## config.mk

```make
export PLATFORM = sky130hd
export DESIGN_NAME = cpu_sequencer
export DESIGN_NICKNAME = d
export VERILOG_FILES = /design/src/rtl/cpu_sequencer.sv
export SDC_FILE = /design/constraint.sdc
export NUM_CORES = 1
export LEC_CHECK = 0
export ABC_AREA = 1
export BUFFER_PORTS_ARGS = -buffer_cell sky130_fd_sc_hd__buf_2
export CORE_MARGIN = 2
export CORE_UTILIZATION = 52
export DETAILED_ROUTE_END_ITERATION = 16
export GPL_ROUTABILITY_DRIVEN = 0
export GPL_TIMING_DRIVEN = 1
export PLACE_DENSITY = 0.75
export RECOVER_POWER = 100
export SYNTH_ARGS = -nofsm -noshare
export SYNTH_HDL_FRONTEND = slang
export SYNTH_SLANG_ARGS = --single-unit
```

## constraint.sdc

```tcl
create_clock -name clk -period 2.84 [get_ports clk]
set_input_delay 0 -clock clk [delete_from_list [all_inputs] [get_ports clk]]
set_output_delay 0 -clock clk [all_outputs]
set_load 0.05 [all_outputs]
```

## src/rtl/cpu_sequencer.sv

```systemverilog
// Multi-cycle FETCH/DECODE/EXEC/WB control sequencer with run/step/halt control,
// saturating retire/jump counters and auto-halt of runaway jump loops.
module cpu_sequencer #(
    parameter int COUNT_W    = 16,
    parameter int JUMP_LIMIT = 8
) (
    input  logic               clk,
    input  logic               rst,
    input  logic               run,
    input  logic               step,
    input  logic               halt_req,
    input  logic               clear,
    input  logic [1:0]         opcode,
    output logic               ir_load,
    output logic               alu_en,
    output logic               rf_we,
    output logic               pc_inc,
    output logic               pc_clr,
    output logic [2:0]         state,
    output logic               busy,
    output logic               halted,
    output logic [COUNT_W-1:0] instr_count,
    output logic [COUNT_W-1:0] jump_count
);

    localparam logic [2:0] IDLE   = 3'd0;
    localparam logic [2:0] FETCH  = 3'd1;
    localparam logic [2:0] DECODE = 3'd2;
    localparam logic [2:0] EXEC   = 3'd3;
    localparam logic [2:0] WB     = 3'd4;
    localparam logic [2:0] HALT   = 3'd5;

    localparam logic [COUNT_W-1:0] CNT_MAX = '1;
    localparam logic [COUNT_W-1:0] LIMIT   = COUNT_W'(JUMP_LIMIT);

    logic               single_step;
    logic               single_step_next;
    logic               halt_pending;
    logic [2:0]         state_next;
    logic               jump_taken;
    logic               retire;
    logic               auto_halt;
    logic               stop_now;
    logic [2:0]         boundary_next;
    logic [COUNT_W-1:0] instr_inc;
    logic [COUNT_W-1:0] jump_inc;

    always_comb begin
        jump_taken = (state == EXEC) && (opcode == 2'b11);
        retire     = (state == WB) || jump_taken;
        instr_inc  = (instr_count == CNT_MAX) ? instr_count : instr_count + COUNT_W'(1);
        jump_inc   = (jump_count == CNT_MAX) ? jump_count : jump_count + COUNT_W'(1);
        // Auto-halt compares against the count this jump produces, saturated.
        auto_halt  = (JUMP_LIMIT != 0) && jump_taken && (jump_inc == LIMIT);
        stop_now   = (!clear && (halt_pending || halt_req)) || auto_halt;

        if (stop_now) begin
            boundary_next = HALT;
        end else if (single_step || !run) begin
            boundary_next = IDLE;
        end else begin
            boundary_next = FETCH;
        end

        state_next       = state;
        single_step_next = single_step;
        case (state)
            IDLE: begin
                if (step) begin
                    state_next       = FETCH;
                    single_step_next = 1'b1;
                end else if (run) begin
                    state_next       = FETCH;
                    single_step_next = 1'b0;
                end
            end
            FETCH:   state_next = DECODE;
            DECODE:  state_next = EXEC;
            EXEC:    state_next = jump_taken ? boundary_next : WB;
            WB:      state_next = boundary_next;
            HALT:    state_next = clear ? IDLE : HALT;
            default: state_next = IDLE;
        endcase
    end

    always_ff @(posedge clk) begin
        if (rst) begin
            state        <= IDLE;
            single_step  <= 1'b0;
            halt_pending <= 1'b0;
            instr_count  <= '0;
            jump_count   <= '0;
        end else begin
            state       <= state_next;
            single_step <= single_step_next;
            // Clear beats any same-cycle increment or halt request.
            if (clear) begin
                halt_pending <= 1'b0;
                instr_count  <= '0;
                jump_count   <= '0;
            end else begin
                if (halt_req && (state != HALT)) begin
                    halt_pending <= 1'b1;
                end
                if (retire) begin
                    instr_count <= instr_inc;
                end
                if (jump_taken) begin
                    jump_count <= jump_inc;
                end
            end
        end
    end

    assign ir_load = (state == FETCH);
    assign alu_en  = (state == EXEC);
    assign rf_we   = (state == WB);
    assign pc_inc  = (state == WB);
    assign pc_clr  = jump_taken;
    assign busy    = (state == FETCH) || (state == DECODE) || (state == EXEC) || (state == WB);
    assign halted  = (state == HALT);

endmodule

```

# == Word level (Yosys, flattened, before mapping) ==
# Cells that the tools add are included.
# op_classes
addsub,2
n_reduce_logical,18
n_mux,10
eq_ne,11
bitwise,1
# ops
operator,n
$add 16x1->16 const B,2
$eq 16x16->1 const B,2
$pmux 3 s6,1
$eq 16x4->1 const B,1
$mux 16,1
$mux 3,5
$logic_or 1x1->1,7
$eq 3x2->1 const B,2
$eq 3x3->1 const B,2
$ne 3x3->1 const B,2
$logic_and 1x1->1,4
$reduce_and 2->1,2
$eq 3x1->1 const B,1
$logic_not 3->1,1
$mux 1,3
$eq 2x2->1 const B,1
$logic_not 1->1,2
$reduce_bool 2->1,1
$reduce_or 2->1,1
$not 1->1,1
# word_totals
ff_bits,37
wordCells,47

# == Longest topological paths before layout ==
# Gate-level depths: netlist of run 1.
# depth
depth_word,8
mapped_depth,17
ltp_nobuf,16

# == Worst setup path after synthesis of run 1 ==
# No wires, ideal clock.
# synth_path
kind,reg-to-output
startpoint,register state[0]
endpoint,output busy
path_stages_with_launch,6
required_ps,2840
arrival_time_ps,2614
slack_ps,226
cell_sequence,dfxtp_1 inv_1 nor3_1 o21bai_1 inv_1 nand3_1
# synth_via
elab_chain_len,4
elab_cells_between_ends,7
classes_between,4 x eq/ne; 3 x reduce/logical
# synth_rtl
item,line,rtl
"start, declared",19,"output logic [2:0] state,"
"start signal, assigned",94,state <= state_next;
$eq 3x1->1,-,
net ir_load,14,"output logic ir_load,"
$logic_or 1x1->1 (3 in a row),120,assign busy = (state == FETCH) || (state == DECODE) || (state == EXEC) || (state == WB);
"end, declared",20,"output logic busy,"
# The timed path passes the listed nets, and every way through them passes these cells.

# == Worst setup path after layout of run 1 ==
# layout_path
startpoint,register state[2]
endpoint,register instr_count[8]
# layout_via
elab_chain_len,4
elab_cells_between_ends,5
classes_between,2 x eq/ne; 3 x reduce/logical
# layout_rtl
item,line,rtl
$eq 3x2->1,49,jump_taken = (state == EXEC) && (opcode == 2'b11);
$logic_and 1x1->1,49,
$logic_or 1x1->1 *,50,retire = (state == WB) || jump_taken;
$reduce_and 2->1 (no source line) *,-,
"end signal, assigned",106,instr_count <= instr_inc;
"end, declared",22,"output logic [COUNT_W-1:0] instr_count,"
# Every way passes the cells marked *; elsewhere a longest branch is shown, timed or not.
# A chain may end at the register's enable or synchronous reset.

==> results of run 1 <==
## power breakdown
| group | leakage [nW] | total (mW) | internal [mW] | switching (mW) |
|---|---|---|---|---|
| logic | 0.844 | 0.130 | 0.0328 | 0.0969 |
| registers | 0.299 | 0.538 | 0.527 | 0.0113 |
| clock network | 0.0540 | 0.441 | 0.255 | 0.186 |
| total | 1.20 | 1.11 | 0.815 | 0.294 |
## area by class of cell
class	instances	area, um^2	share of cell area
clock inverter	2	35.0	0.0130
tap	52	65.1	0.0242
inverter	65	244	0.0909
clock buffer	5	68.8	0.0256
timing repair buffer	54	238	0.0885
multi-input combinational	267	1290	0.482
sequential	37	741	0.276
## flip-flops by register name (all words and copies together), names as in the netlist
name / count
state: 3
jump_count: 16
single_step: 1
instr_count: 16
halt_pending: 1
## synth_stat cells (2+ instances only)
master / instances
nand2_1: 92
inv_1: 60
nor2_1: 40
dfxtp_1: 37
a21oi_1: 27
nand3_1: 24
o21ai_0: 21
nor3_1: 11
nand4_1: 7
clkbuf_1: 6
nor2_4: 6
nand2_2: 5
a211oi_1: 4
inv_2: 4
nor2_2: 3
xor2_1: 3
a31oi_1: 2
buf_6: 2
ha_1: 2
nand3_2: 2
nand3b_1: 2
nor3_2: 2
o211ai_1: 2
o21a_1: 2
o21ai_1: 2
o21bai_1: 2
o31ai_1: 2
## worst max path at each step
stage	start	to	cells after the start
3_5_place_dp	jump_count[0]	state[2]	16
5_1_grt	state[2]	instr_count[8]	11
4_1_cts	jump_count[0]	state[2]	16
3_3_place_gp	jump_count[0]	state[2]	16
6_report	state[2]	instr_count[8]	12
2_1_floorplan	state[0]	busy	5
## routing by layer
| metal | vias up | part of all wire |
|---|---|---|
| met5 | - | 0 |
| met4 | 0 | 0.012 |
| met3 | 7 | 0.051 |
| met2 | 60 | 0.45 |
| met1 | 1094 | 0.48 |
| li1 | 1311 | - |
## per-stage QoR
stage / power (mW) / hold WS [ns] / utilization / cell area, um^2 / cells
5_1_grt: 1.15 / 0.0632 / 0.612 / 2690 / 482
3_5_place_dp: 0.682 / 0.237 / 0.604 / 2650 / 472
4_1_cts: 1.12 / 0.0159 / 0.634 / 2780 / 482
3_3_place_gp: 0.681 / 0.237 / 0.604 / 2650 / 472
2_1_floorplan: 0.650 / 0.0691 / - / 2370 / 378
6_report: 1.11 / 0.0243 / 0.612 / 2690 / 482
## cells by family after synthesis
group,count (synthesis),share of synthesized area
DFF,37,0.312
AOI/OAI and AO/OA,65,0.155
xor gates and xnor gates,3,0.0111
buffers and inverters,74,0.125
adders and majority gates,2,0.0105
and+or+nand+nor,197,0.386
## worst max-delay path, cell delays in order (launching register included)
cell	delay, ns
dfxtp_1	0.37
inv_1	0.17
nand3_1	0.18
nor2_4	0.11
buf_4	0.23
nor2_2	0.08
a21oi_4	0.19
inv_1	0.13
nor3_1	0.32
nand2_1	0.13
inv_1	0.09
nand2_1	0.05
a21oi_1	0.13
## what timing repair did
item / in CTS / in global routing
hold buffers: 3 / 0
hold endpoints to repair: 4 / 0
gates resized for setup: 0 / 0
setup endpoints to repair: 0 / 0
==> run metrics, run 1 <==
status complete, no violations; DR vias/cell 5.13; GR Util met2 0.365; dominant cell type by area after synthesis dfxtp_1; Cell variety after synth 33; min cycle time layout 2.26 ns; reg2reg end instr_count[8]; R2R Setup Slk 0.58 ns; Die Y 71.6 um; Reg2Reg Depth 12; clk sinks 37; ys flop type dfxtp_1; Fillers 456; clock skew 0.00136 ns; CTS root buffer clkbuf_8; Leak 1.20 nW; First-pass DRT Iterations 4; Synth area leaders dfxtp_1 (31%), nand2_1 (15%), inv_1 (9.5%); Peak supply drop 288 uV; post-CTS setup buffer count 0; cts bufs inserted 5; met3 Use GR 0.0436; setup ws final 0.580 ns; gr busiest metal met2; number of synthesis warnings 0; CP startpoint kind register; final hold vios 0; gr usage total 0.232; Crit. End Element register; 1st-iter DRT viols 206; Synth Area per Inst 6.28 um^2; layout cells sized above 1 0.0744; post-route ant nets 0; nets 440; Final setup viols 0; Area Overhead vs Synth 13.1%; Power per Cell Area 413 mW/mm^2; Hold Path End state[0]; Critical R2R Launch state[2]; Row Count 24; post-synthesis sequential area ratio 0.312; Post-Syn Area 0.00237 mm^2; Worst-path clk slew 0.07 ns; Async S/R FF share, synth 0; final WL 5800 um; Worst Path Max Fanout 22; Place WS 0.767 ns; dpl hpwl 4410 um; Residual DRC 0; Tcrit/Tclk final 0.796; Clk Latency, worst-skew pair 0.29 ns; M1 GR Usage 0.328; synthesized flop and latch total 37; Core Area 0.00438 mm^2; Routed WL per cell 12.0 um; Initial Utilization 0.542; n_diodes 0; HP Start run; Rel. slew slack 0.596; setup TNS 0 ns; first-pass GRT wire length 9580 um; fin. max-slew vios 0; most frequent cells in the layout nand2_1 (93), inv_1 (62), nor2_1 (42), clkbuf_1 (42), dfxtp_1 (37); total congestion overflow 0; die width 71.6 um; full die area 0.00512 mm^2; Synth Net Count 388; MaxCap Viol Count 0; data arrival time of the worst path 2.48 ns; post-synth top area share 0.312; Worst-Margin Slew 0.608 ns; initial antenna violation count 0; I/O pin cnt 50; kind of critical path reg -> reg; Hold WC Path Type in -> reg; EDFF count, synth 0; CTS H-tree depth 2; vias in the first global route 2113; unrepaired setup endpoints after global routing no; CTS tree built; PortBufs 49; Hold Path Depth 3; pin count of the biggest net entering global routing 23; Fmax 0.442 GHz; CP Data Required Time 3.06 ns; most common cell after layout, fill and taps aside nand2_1; Post-Syn Instances 378; clock tree buffer depth 2; via count 2472
Power figures use the tool's default switching activity.
==> run 2, diff against run 1 <==
- ABC_AREA: 1 -> 0
- PLACE_DENSITY: 0.75 -> 0.76
- clock period: 2.84 -> 2.1 ns (I/O delays scaled with it)
==> run 2 against run 1 <==
Total power increased by 40%; via count down 15%; sequential share of layout area grew 1.7 points; non-clock buffer count grew 8; sequential power is 37% higher.
==> run metrics, run 2 <==
status complete, no violations; min cycle time layout 2.10 ns; Final setup viols 0; Crit. End Element register; data arrival time of the worst path 2.31 ns; clk sinks 37; via count 2105; post-route ant nets 0; setup ws final 0.00285 ns; CTS tree built; dpl hpwl 3620 um; vias in the first global route 1884; Cell variety after synth 48; MaxCap Viol Count 0; clock tree buffer depth 2; PortBufs 49; Synth Net Count 273; Initial Utilization 0.534; first-pass GRT wire length 8380 um; CTS H-tree depth 2; Rel. slew slack 0.591; Fillers 354; most instantiated library cell after synthesis nor2_1; placed cell area 0.00250 mm^2; CP Data Required Time 2.31 ns; Worst-Margin Slew 0.615 ns; unrepaired setup endpoints after global routing yes; 1st-iter DRT viols 128; Routed WL per cell 14.1 um; R2R Setup Slk 0.003 ns; fin. max-slew vios 0; post-synthesis sequential area ratio 0.352; layout cells sized above 1 0.215; Slowest-stage cell, CP dfxtp_2; Async S/R FF share, synth 0; Area Overhead vs Synth 24.2%; Place WS 0.0819 ns; cts bufs inserted 5; total congestion overflow 0; final WL 5180 um; CTS root buffer clkbuf_8; most frequent cells in the layout nor2_1 (38), clkbuf_1 (38), dfxtp_1 (21); Fmax 0.477 GHz; Worst Path Max Fanout 6; die width 67.7 um; dominant cell type by area after synthesis dfxtp_1; crit-path cells buf_4 > and4_1 > nand4_4 > mux2_4 > nor4_2 > o2111ai_1 > a211oi_2; Hold WC Path Type in -> reg; CP startpoint kind register; Power per Cell Area 593 mW/mm^2; number of synthesis warnings 0; synthesized flop and latch total 37; First-pass DRT Iterations 4; full die area 0.00458 mm^2; EDFF count, synth 0; Synth area leaders dfxtp_1 (35%), nor2_1 (7.1%), xor2_1 (6.2%); setup TNS 0 ns; kind of critical path reg -> reg; CP peak stage delay 0.41 ns; Die Y 67.7 um; DR vias/cell 5.74; Residual DRC 0; cell area after layout 0.00262 mm^2; final hold vios 0; pin count of the biggest net entering global routing 32; Synth Area per Inst 8.01 um^2; Multi-input gate area 0.00134 mm^2; gr usage total 0.240; initial antenna violation count 0; post-synth top area share 0.352; Power, Total 1.55 mW; Clk Latency, worst-skew pair 0.30 ns; Peak supply drop 453 uV; n_diodes 0; Core Area 0.00394 mm^2; nets 326; Post-Syn Instances 263; Row Count 23; Post-Syn Area 0.00211 mm^2; Worst-path clk slew 0.08 ns; Leak 0.900 nW; top flop regs instr_count: 16 flops, jump_count: 16 flops, state: 3 flops; Tcrit/Tclk final 0.999; ys flop type dfxtp_1; I/O pin cnt 50; commonest cells in the netlist nor2_1 (40), dfxtp_1 (37), nand2_1 (19); clock skew 0.00655 ns; Reg area 766 um^2
## run 2: changes by cell type after synthesis, sizes merged, moves of 9 or more
cell   change
a21oi     -16
o21ai     -17
nand3     -16
xor2      +12
xnor2     +13
nand2     -79
nor2       -9
inv       -55
## run 2: kinds of logic (layout without fill, tap and decap cells)
| group | after synthesis | in the layout | synth area share |
|---|---|---|---|
| compound gates | 39 | 39 | 0.125 |
| xor+xnor | 28 | 28 | 0.116 |
| fa+ha+maj | 2 | 2 | 0.0119 |
| buf+inv | 25 | 79 | 0.0534 |
| flops | 37 | 37 | 0.352 |
| mux | 3 | 3 | 0.0166 |
| simple gates | 129 | 129 | 0.325 |
## run 2: power by group
group          internal, mW  leakage [nW]  switching, mW
Combinational        0.0680         0.539          0.165
Sequential            0.715         0.307         0.0226
Clock                 0.309        0.0536          0.271
## run 2: timing repair
action	CTS	global route
endpoints found under the hold margin	3	0
gates resized for setup	0	7
setup endpoints to repair	0	11
hold buffers	3	0
setup buffers	0	0
## run 2: through the flow
stage                     utilization  hold WS [ns]  cells
after floorplan                     -        0.0692    263
after global placement          0.633         0.233    356
after detailed placement        0.633         0.242    356
after CTS                       0.668        0.0211    367
after global routing            0.664        0.0444    367
final                           0.664        0.0268    367
## run 2: final timing paths
path         depth (start not counted)          start      endpoint
min reg2reg                          2   halt_pending  halt_pending
max                                  7  jump_count[0]      state[0]
max reg2reg                          7  jump_count[0]      state[0]
min                                  4            run   single_step
## run 2: critical path, delay by kind of cell (launching register included)
family                 cells  cell delay, ns
AND/OR/NAND/NOR            3            0.67
AO/OA/AOI/OAI              2            0.45
flip-flops                 1            0.41
multiplexers               1            0.32
buffers and inverters      1            0.15
## run 2: per-layer routing
| layer | vias to the layer above | track usage | wire length (um) | share of wire |
|---|---|---|---|---|
| met5 | - | 0 | 0 | 0 |
| met4 | 0 | 0.0969 | 82 | 0.016 |
| met3 | 8 | 0.0633 | 274 | 0.053 |
| met2 | 58 | 0.391 | 2450 | 0.47 |
| met1 | 994 | 0.300 | 2370 | 0.46 |
| li1 | 1045 | - | - | - |
## run 2: final cells by class
cell class | count | area share
multi-input cells | 201 | 0.511
flip-flops and latches | 37 | 0.293
repair buffers | 62 | 0.116
clock buffers | 7 | 0.0373
well taps | 50 | 0.0239
inverters | 9 | 0.0158
clock inverters | 1 | 0.00335
